[config.mk]
export PLATFORM = sky130hd
export DESIGN_NAME = alu_seq
export DESIGN_NICKNAME = d
export VERILOG_FILES = /design/src/rtl/alu_seq.sv
export SDC_FILE = /design/constraint.sdc
export NUM_CORES = 1
export LEC_CHECK = 0
export CORE_MARGIN = 10
export CORE_UTILIZATION = 48
export DETAILED_ROUTE_END_ITERATION = 7
export PLACE_DENSITY = 0.87
export SLEW_MARGIN = 20
export SYNTH_ARGS = -nofsm -noshare
export SYNTH_HDL_FRONTEND = slang
export SYNTH_SLANG_ARGS = --single-unit
[constraint.sdc]
create_clock -name clk -period 8.4 [get_ports clk]
set_clock_uncertainty 0.1 [all_clocks]
set_input_delay 1.68 -clock clk [delete_from_list [all_inputs] [get_ports clk]]
set_output_delay 1.68 -clock clk [all_outputs]
set_load 0.05 [all_outputs]
[src/rtl/alu_seq.sv]
// rtl/alu_seq.sv - sequencer that issues one decoded op to an external ALU and returns a writeback
// Simple ops finish in EXEC, MUL/DIV/MOD wait a fixed latency, and compares read the ALU flags one cycle later.
module alu_seq #(
  parameter int WORD_W     = 32,
  parameter int OPC_W      = 5,
  parameter int MULDIV_LAT = 4
) (
  input  logic              clk,
  input  logic              rst,
  input  logic              in_valid,
  output logic              in_ready,
  input  logic [OPC_W-1:0]  in_op,
  input  logic [WORD_W-1:0] in_a,
  input  logic [WORD_W-1:0] in_b,
  input  logic [4:0]        in_rd,
  input  logic              in_we,
  output logic [OPC_W-1:0]  alu_com,
  output logic [WORD_W-1:0] alu_in0,
  output logic [WORD_W-1:0] alu_in1,
  input  logic [WORD_W-1:0] alu_out,
  input  logic              alu_c,
  input  logic              alu_s,
  input  logic              alu_z,
  output logic              wb_valid,
  input  logic              wb_ready,
  output logic [WORD_W-1:0] wb_data,
  output logic [4:0]        wb_rd,
  output logic              wb_we,
  output logic              wb_err,
  output logic              busy
);

  localparam logic [OPC_W-1:0] ALU_OP_THA_BYTE = OPC_W'(0);
  localparam logic [OPC_W-1:0] ALU_OP_THA_HALF = OPC_W'(1);
  localparam logic [OPC_W-1:0] ALU_OP_THA_WORD = OPC_W'(2);
  localparam logic [OPC_W-1:0] ALU_OP_THB_BYTE = OPC_W'(3);
  localparam logic [OPC_W-1:0] ALU_OP_THB_HALF = OPC_W'(4);
  localparam logic [OPC_W-1:0] ALU_OP_THB_WORD = OPC_W'(5);
  localparam logic [OPC_W-1:0] ALU_OP_ADD      = OPC_W'(6);
  localparam logic [OPC_W-1:0] ALU_OP_SUB      = OPC_W'(7);
  localparam logic [OPC_W-1:0] ALU_OP_AND      = OPC_W'(8);
  localparam logic [OPC_W-1:0] ALU_OP_ORR      = OPC_W'(9);
  localparam logic [OPC_W-1:0] ALU_OP_XOR      = OPC_W'(10);
  localparam logic [OPC_W-1:0] ALU_OP_NOT      = OPC_W'(11);
  localparam logic [OPC_W-1:0] ALU_OP_SHL      = OPC_W'(12);
  localparam logic [OPC_W-1:0] ALU_OP_SHR      = OPC_W'(13);
  localparam logic [OPC_W-1:0] ALU_OP_MUL      = OPC_W'(14);
  localparam logic [OPC_W-1:0] ALU_OP_DIV      = OPC_W'(15);
  localparam logic [OPC_W-1:0] ALU_OP_MOD      = OPC_W'(16);
  localparam logic [OPC_W-1:0] ALU_OP_CMP      = OPC_W'(17);
  localparam logic [OPC_W-1:0] ALU_OP_CGE      = OPC_W'(18);
  localparam logic [OPC_W-1:0] ALU_OP_CGT      = OPC_W'(19);

  localparam logic [3:0] CNT_INIT = 4'(MULDIV_LAT - 1);

  typedef enum logic [2:0] {IDLE, EXEC, WAIT, FLAG, DONE} state_t;

  state_t              state, state_nxt;
  logic [OPC_W-1:0]    op_q;
  logic [WORD_W-1:0]   a_q, b_q;
  logic [4:0]          rd_q;
  logic                we_q;
  logic [3:0]          cnt;
  logic                is_simple, is_muldiv, is_div, is_flag;

  always_comb begin
    is_simple = 1'b0;
    is_muldiv = 1'b0;
    is_div    = 1'b0;
    is_flag   = 1'b0;
    case (op_q)
      ALU_OP_THA_BYTE, ALU_OP_THA_HALF, ALU_OP_THA_WORD,
      ALU_OP_THB_BYTE, ALU_OP_THB_HALF, ALU_OP_THB_WORD,
      ALU_OP_ADD, ALU_OP_SUB, ALU_OP_AND, ALU_OP_ORR,
      ALU_OP_XOR, ALU_OP_NOT, ALU_OP_SHL, ALU_OP_SHR: is_simple = 1'b1;
      ALU_OP_MUL:                                     is_muldiv = 1'b1;
      ALU_OP_DIV, ALU_OP_MOD: begin
        is_muldiv = 1'b1;
        is_div    = 1'b1;
      end
      ALU_OP_CMP, ALU_OP_CGE, ALU_OP_CGT:             is_flag = 1'b1;
      default: ;
    endcase
  end

  always_ff @(posedge clk or posedge rst) begin
    if (rst) state <= IDLE;
    else     state <= state_nxt;
  end

  // Outside the active states the ALU sees a harmless pass-through so its flags hold.
  always_comb begin
    state_nxt = state;
    in_ready  = 1'b0;
    busy      = 1'b1;
    wb_valid  = 1'b0;
    alu_com   = ALU_OP_THA_WORD;
    alu_in0   = '0;
    alu_in1   = '0;
    case (state)
      IDLE: begin
        busy     = 1'b0;
        in_ready = 1'b1;
        if (in_valid) state_nxt = EXEC;
      end
      EXEC: begin
        alu_com = op_q;
        alu_in0 = a_q;
        alu_in1 = b_q;
        if (is_muldiv)    state_nxt = WAIT;
        else if (is_flag) state_nxt = FLAG;
        else              state_nxt = DONE;
      end
      WAIT: begin
        alu_com = op_q;
        alu_in0 = a_q;
        alu_in1 = b_q;
        if (cnt == 4'd0) state_nxt = DONE;
      end
      FLAG: begin
        alu_com   = op_q;
        alu_in0   = a_q;
        alu_in1   = b_q;
        state_nxt = DONE;
      end
      DONE: begin
        wb_valid = 1'b1;
        if (wb_ready) state_nxt = IDLE;
      end
      default: state_nxt = IDLE;
    endcase
  end

  always_ff @(posedge clk or posedge rst) begin
    if (rst) begin
      op_q    <= ALU_OP_THA_WORD;
      a_q     <= '0;
      b_q     <= '0;
      rd_q    <= '0;
      we_q    <= 1'b0;
      cnt     <= '0;
      wb_data <= '0;
      wb_rd   <= '0;
      wb_we   <= 1'b0;
      wb_err  <= 1'b0;
    end else begin
      case (state)
        IDLE: begin
          if (in_valid) begin
            op_q <= in_op;
            a_q  <= in_a;
            b_q  <= in_b;
            rd_q <= in_rd;
            we_q <= in_we;
          end
        end
        EXEC: begin
          if (is_muldiv) begin
            cnt <= CNT_INIT;
          end else if (!is_flag) begin
            wb_data <= is_simple ? alu_out : '0;
            wb_err  <= !is_simple;
            wb_rd   <= rd_q;
            wb_we   <= we_q;
          end
        end
        WAIT: begin
          if (cnt == 4'd0) begin
            wb_data <= (is_div && b_q == '0) ? '1 : alu_out;
            wb_err  <= is_div && b_q == '0;
            wb_rd   <= rd_q;
            wb_we   <= we_q;
          end else begin
            cnt <= cnt - 4'd1;
          end
        end
        FLAG: begin
          wb_data <= {{(WORD_W-3){1'b0}}, alu_c, alu_s, alu_z};
          wb_err  <= 1'b0;
          wb_rd   <= rd_q;
          wb_we   <= we_q;
        end
        default: ;
      endcase
    end
  end

endmodule

Word level (Yosys, flattened, before mapping)

Index checks and enable logic that the tools add are counted.

Equal/unequal tests: 30
Add/sub/neg operators: 1
Multiplexer cells: 37
Reductions and logical operators: 17

Operators by type and width:

| cell                                                            | number |
|---|---|
| 32-bit 2-to-1 mux                                               | 7 |
| 32-bit case mux with 3 select lines                             | 1 |
| 5-bit by 4-bit == test with 1-bit output, second input constant | 8 |
| 32-bit logical NOT                                              | 1 |
| 5-bit by 3-bit == test with 1-bit output, second input constant | 4 |
| 5-bit == test, second input constant                            | 4 |
| 5-bit 2-to-1 mux                                                | 4 |
| 3-bit 2-to-1 mux                                                | 5 |
| 3-bit case mux with 5 select lines                              | 1 |
| 5-bit case mux with 3 select lines                              | 1 |
| 2-bit != test, second input constant                            | 7 |
| 14-bit OR reduction                                             | 1 |
| 1-bit 2-to-1 mux                                                | 13 |
| 5-bit by 2-bit == test with 1-bit output, second input constant | 2 |
| 3-bit OR reduction                                              | 3 |
| 4-bit 2-to-1 mux                                                | 2 |
| 4-bit case mux with 2 select lines                              | 1 |
| 3-bit by 2-bit == test with 1-bit output, second input constant | 2 |
| 1-bit case mux with 3 select lines                              | 2 |
| 3-bit AND reduction                                             | 2 |
| 5-bit by 1-bit == test with 1-bit output, second input constant | 1 |
| 5-bit logical NOT                                               | 1 |
| 4-bit logical NOT                                               | 1 |
| 4-bit AND reduction                                             | 1 |
| other kinds (10)                                                | 10 |

Output and inout port bits: 111
Input port bits: 114
Logic and storage cells: 96
Register bits: 121

Depth between registers and ports, before layout

Gate-level depths: netlist (run 1).

Word-level depth: 7
Gate-level depth with buffers: 8
Depth with buffers taken out: 6

Worst setup path before layout (run 1)

OpenSTA, ideal clock, no wires.

Kind: reg-to-output
From: reg state[0]
To: out alu_com[0]
Data required time: 6.620 ns
Buffers on the path: 3
Slack: 4.907 ns
Arrival: 1.713 ns
Cell stages (with the launch flop): 7
Cells stage by stage: dfrtp_1 > buf_2 > nor2_1 > nor2_1 > clkbuf_1 > clkbuf_1 > and2_1

Word-level cells in the longest chain between the ends: 3
Elaborated cells on any way between the ends: 5
Those cells by class: eq/ne: 3; mux: 1; reduce/logical: 1

Ends and longest elaborated chain:

| item                                                                                                 | RTL line | source |
|---|---|---|
| start: declaration                                                                                   | 58       | `state_t state, state_nxt;` |
| start signal: assignment                                                                             | 88       | `else state <= state_nxt;` |
| 3-bit by 2-bit == test with 1-bit output or 3-bit by 1-bit == test with 1-bit output (tied branches) | 100      | `case (state)` |
| 3-bit OR reduction (no line) (*)                                                                     | --       |  |
| 5-bit 2-to-1 mux (*)                                                                                 | 100      |  |
| end: declaration                                                                                     | 17       | `output logic [OPC_W-1:0] alu_com,` |

Every way passes the cells marked *; elsewhere a longest branch is shown, timed or not.

Worst setup path after layout (run 1)

From: reg state[0]
To: out alu_com[4]

Same word-level chain as after synthesis.

==> run summary, run 1 <==
CTS tree: done
die area: 17000 sq um
global-route wire length before repair: 26.3 mm
CP max-delay cell: clkdlybuf4s50_1
Core Region: 12000 sq um
root buf cell: clkbuf_16
CP Data Arrival Time: 2.77 ns
RSZ-0062 raised after global routing: false
clock buffer depth: 2
post-synthesis instance area: 5830 sq um
fin crit period: 4.55 ns
H-tree depth: 4
area grow syn2layout: 48.7%
most area-consuming cells after synthesis: dfrtp_1 (51%), mux2_2 (15%), a221oi_2 (8.2%), and2_1 (7.5%), a21oi_1 (2.7%)
critical-path cell list: nor2_1 > nor2_4 > buf_12 > and2_1 > clkdlybuf4s50_1
Initial DRC Count: 248
post-route DRC violation count: 0
TritonRoute pass-1 iters: 4
Inst Count DP: 810
final wirelength: 16.6 mm
IO Count: 225
Setup-failing EPs final: 0
sequential area share after synthesis: 0.519
Hold Crit Class: register to register
vias in the first global route: 4956
Crit Path Max Fanout: 50
max incr delay on CP: 0.84 ns
CP Data Required Time: 6.62 ns
Die X: 130 microns
vias per cell: 5.29
DPL Wire Length: 12.2 mm
nets@finish: 800
share of layout cells above drive strength 1: 0.230
Worst setup EP type: output port
PD cells: 497 nW/um^2
standard-cell row count: 40
via count: 4460
Synth Instances: 473
commonest non-fill, non-tap cell in the layout: clkdlybuf4s50_1
gr usage total: 0.197
initial core utilization: 0.488
Synth cell types: 41
Max-Cap Viols: 0
Die Span Y: 130 microns
crit path kind: register to output port
Switching Fraction: 0.455
hold violation count in the final report: 0
Max rail drop VDD: 0.000302 V
CTS sink cnt: 121
Tcrit/Tclk final: 0.542
sequential power share: 0.255
Int Power: 2.35 mW
Max Fclk: 220 MHz
clock latency on the worst-skew pair: 0.40 ns
count of state elements after synthesis: 121
Post-synth EDFFs: 0
Startpoint Class: register
setup TNS: 0 ns
status: finished clean
Post-CTS Resized: 0
worst-margin pin slew: 0.998 ns
gpl congestion: 0.790
initial antenna violation count: 0
drt wl/cell: 19.7 microns
n_diodes: 0
Layout Cells excl Fill: 843
Avg Cell Area, Syn: 12.3 sq um
Static Leakage: 3.59 nW
TritonCTS buffer count: 17
clock power share: 0.158
Synth warnings: 0
pin count of the biggest net entering global routing: 76
Synth top area share: 0.515
Post-DRT Antenna Nets: 0
gr ovfl total: 0
Post-CTS Setup Inserts: 0
top_reg_cell synth: dfrtp_1
most frequent cells in the layout: clkdlybuf4s50_1 (224), dfrtp_1 (120), mux2_2 (76), and2_1 (69), inv_1 (38)
combinational fraction of design power: 0.587
clock transition at the registers of the reported paths: 0.05 ns
Post-synth ARST share: 1.00
syn nets: 589
sw power: 1.96 mW
post-synth top area cell: dfrtp_1
hold buffer count at CTS: 0
Final Max Tran Viols: 0
Slew headroom: 0.335
number of port buffers: 224
-- sequential cells by signal, indices dropped and copies added (netlist names) --
register,flops
a_q,32
wb_we,1
state,3
cnt,4
wb_rd,5
rd_q,5
b_q,32
wb_data,32
wb_err,1
we_q,1
op_q,5
-- per-layer routing --
metal,up-vias,track usage,wire [microns],part of all wire
li1,2076,-,-,-
met4,0,0.0536,214,0.013
met5,-,0,0,0
met3,18,0.0945,1750,0.10
met2,155,0.336,8570,0.51
met1,2211,0.216,6110,0.37
-- critical path, delay by kind of cell (launching register included) --
| family | cells | cell delay, ns |
|---|---|---|
| flip-flops | 1 | 0.59 |
| buffers and inverters | 2 | 1.09 |
| AND/OR/NAND/NOR | 3 | 0.68 |
-- synthesized netlist by cell type (2+ instances only) --
library cell  instances
buf_2                 6
dfrtp_1             120
nand3_1               2
a221oi_1              3
a21oi_1              32
or3_1                 3
or3b_2                2
buf_6                 8
nor4_1                8
mux2_2               76
nand4_1               2
mux2_4                6
nand2b_1              2
nor2_1                8
xor2_1                2
o21ai_0               6
and2_1               70
ha_1                  2
buf_4                 7
nand2_1               4
inv_1                39
clkbuf_1             14
o21bai_1              2
a221oi_2             32
-- metrics by stage --
step	setup slack [ns]	area (sq um)	utilization	hold WS (ns)	power, mW
after floorplan	3.41	5830	-	0.372	2.89
after global placement	3.99	8070	0.675	0.381	3.56
after detailed placement	3.89	8070	0.675	0.387	3.63
final	3.85	8680	0.725	0.394	4.31
after CTS	3.45	8630	0.721	0.400	4.33
after global routing	3.66	8680	0.725	0.419	4.55
-- cells by family after synthesis --
family,Yosys count,synth area share
flip-flops,121,0.519
XOR/XNOR,2,0.00300
AO/OA/AOI/OAI,80,0.128
adder cells (fa/ha/maj),2,0.00429
AND/OR/NAND/NOR,111,0.119
multiplexers,82,0.162
buffers and inverters,75,0.0644
-- path summary, 6_finish.rpt --
path	cells after the start	to	slack [ns]	startpoint
worst max-delay path	5	alu_com[4]	3.85	state[0]$_DFFE_PP0P_
worst min-delay path	1	a_q[18]$_DFFE_PP0P_	0.39	a_q[18]$_DFFE_PP0P_
worst max register to register	4	wb_data[20]$_DFFE_PP0P_	5.57	state[0]$_DFFE_PP0P_
worst min register to register	1	a_q[18]$_DFFE_PP0P_	0.39	a_q[18]$_DFFE_PP0P_
max in group asynchronous	3	wb_data[26]$_DFFE_PP0P_	5.22	rst
min in group asynchronous	2	wb_rd[1]$_DFFE_PP0P_	1.68	rst
-- area by class of cell --
type / instances / area [sq um]
clock buffer: 21 / 450
clock inverter: 10 / 103
fill: 854 / 3290
inverter: 39 / 149
multi-input combinational: 277 / 2460
sequential: 121 / 3030
tap: 147 / 184
timing repair buffer: 228 / 2300
-- power groups by stage --
stage          logic (mW)  registers [mW]  clock network, mW
2_1_floorplan        1.51            1.38                  0
3_3_place_gp         2.47            1.09                  0
3_5_place_dp         2.52            1.11                  0
4_1_cts              2.53            1.11              0.695
5_1_grt              2.67            1.15              0.730
6_report             2.53            1.10              0.680
No activity file was read; power rests on OpenSTA's default activity.
==> run 2: changes to the inputs <==
- CORE_UTILIZATION: 48 -> 44
- PLACE_DENSITY: 0.87 -> 0.8
- clock period: 8.4 -> 4.5 ns (I/O delays scaled with it)
==> run summary, run 2 (synthesis gave the netlist of run 1 again) <==
Multi-input gate area: 2450 sq um
placed inst area: 8170 sq um
Post-CTS Resized: 0
setup TNS: 0 ns
Tcrit/Tclk final: 0.856
reg2reg path depth: 4
global-route wire length before repair: 26.1 mm
drt wl/cell: 19.1 microns
Core Region: 13100 sq um
Fin Hold WS: 0.396 ns
PD cells: 941 nW/um^2
FF/Latch Area: 3030 sq um
initial core utilization: 0.444
Design Area, Final: 8850 sq um
status: finished clean
most frequent cells in the layout: clkdlybuf4s50_1 (224), dfrtp_1 (120), mux2_2 (76), and2_1 (69), inv_1 (38)
final wirelength: 16.7 mm
die area: 18300 sq um
Worst setup EP type: output port
gr usage total: 0.181
clock transition at the registers of the reported paths: 0.05 ns
nets@finish: 801
reg-to-reg endpoint: wb_data[1]$_DFFE_PP0P_
CP Data Arrival Time: 2.85 ns
fin crit period: 3.85 ns
gr ovfl total: 0
IO Count: 225
Post-CTS Setup Inserts: 0
vias per cell: 5.03
crit path capture: alu_in0[13]
crit path kind: register to output port
H-tree depth: 4
Crit Path Max Fanout: 41
gpl congestion: 0.818
Die X: 135 microns
worst-margin pin slew: 0.993 ns
hold buffer count at CTS: 0
post-route DRC violation count: 0
FF-to-FF Start: state[2]$_DFFE_PP0P_
Max-Cap Viols: 0
CTS tree: done
Max Fclk: 259 MHz
Slew headroom: 0.338
commonest non-fill, non-tap cell in the layout: clkdlybuf4s50_1
RSZ-0062 raised after global routing: false
top flop regs: a_q (32), b_q (32), wb_data (32)
via count: 4395
CTS sink cnt: 121
Startpoint Class: register
pin count of the biggest net entering global routing: 76
Hold Crit Class: register to register
FILL cells: 991
Setup WS pre-CTS: 1.08 ns
Worst R2R Setup Slack: 1.71 ns
area grow syn2layout: 51.8%
Critical Path Source: state[0]$_DFFE_PP0P_
clock buffer depth: 2
vias in the first global route: 4767
DPL Wire Length: 12.1 mm
n_diodes: 0
Setup-failing EPs final: 0
clock latency on the worst-skew pair: 0.41 ns
hold violation count in the final report: 0
standard-cell row count: 42
Die Span Y: 135 microns
Static Leakage: 3.64 nW
initial antenna violation count: 0
share of layout cells above drive strength 1: 0.234
Post-DRT Antenna Nets: 0
setup ws final: 0.646 ns
root buf cell: clkbuf_16
Final Max Tran Viols: 0
TritonCTS buffer count: 17
TritonRoute pass-1 iters: 4
Max rail drop VDD: 0.000417 V
Initial DRC Count: 167
Power Total: 8.33 mW
number of port buffers: 224
CP Data Required Time: 3.50 ns
-- run 2: cell count changes in the layout (fill, tap and decap cells not counted), sizes merged --
cell	previous run	this run
clkinvlp	1	3
clkinv	7	2
buf	4	5
bufinv	2	6
-- run 2: critical path: stages, from the launching register on --
cell and delay (ns):
dfrtp_1 0.59, nor2_1 0.17, nor2_4 0.45, buf_12 0.25
and2_1 0.16, clkdlybuf4s50_1 0.82
-- run 2: layer usage --
layer  wire length (microns)  track usage  share of wire
met5                       0            0              0
met4                     314       0.0640          0.019
met3                    1510       0.0716          0.090
met2                    8050        0.297           0.48
met1                    6840        0.209           0.41
-- run 2: power breakdown --
part           switching (mW)  internal [mW]
sequential              0.387           1.67
combinational            2.82           1.89
clock                   0.481           1.08
-- run 2: through the flow --
stage,cells,util
floorplan,473,-
finish,874,0.674
global route,874,0.674
global placement,841,0.620
detailed placement,842,0.622
CTS,874,0.674
-- run 2: worst min path at each step --
| stage | from | end | slack, ns | cells after the start |
|---|---|---|---|---|
| final | a_q[26]$_DFFE_PP0P_ | a_q[26]$_DFFE_PP0P_ | 0.40 | 1 |
| after global routing | a_q[0]$_DFFE_PP0P_ | a_q[0]$_DFFE_PP0P_ | 0.41 | 1 |
| after CTS | a_q[26]$_DFFE_PP0P_ | a_q[26]$_DFFE_PP0P_ | 0.40 | 1 |
| after detailed placement | a_q[26]$_DFFE_PP0P_ | a_q[26]$_DFFE_PP0P_ | 0.39 | 1 |
| after global placement | a_q[22]$_DFFE_PP0P_ | a_q[22]$_DFFE_PP0P_ | 0.38 | 1 |
| after floorplan | a_q[0]$_DFFE_PP0P_ | a_q[0]$_DFFE_PP0P_ | 0.37 | 1 |
-- run 2: layout make-up --
type                            instances  area share
Clock inverter                         11      0.0245
Clock buffer                           21      0.0531
Timing Repair Buffer                  229       0.261
Sequential cell                       121       0.342
Multi-Input combinational cell        277       0.277
Tap cell                              176      0.0249
Inverter                               39      0.0168
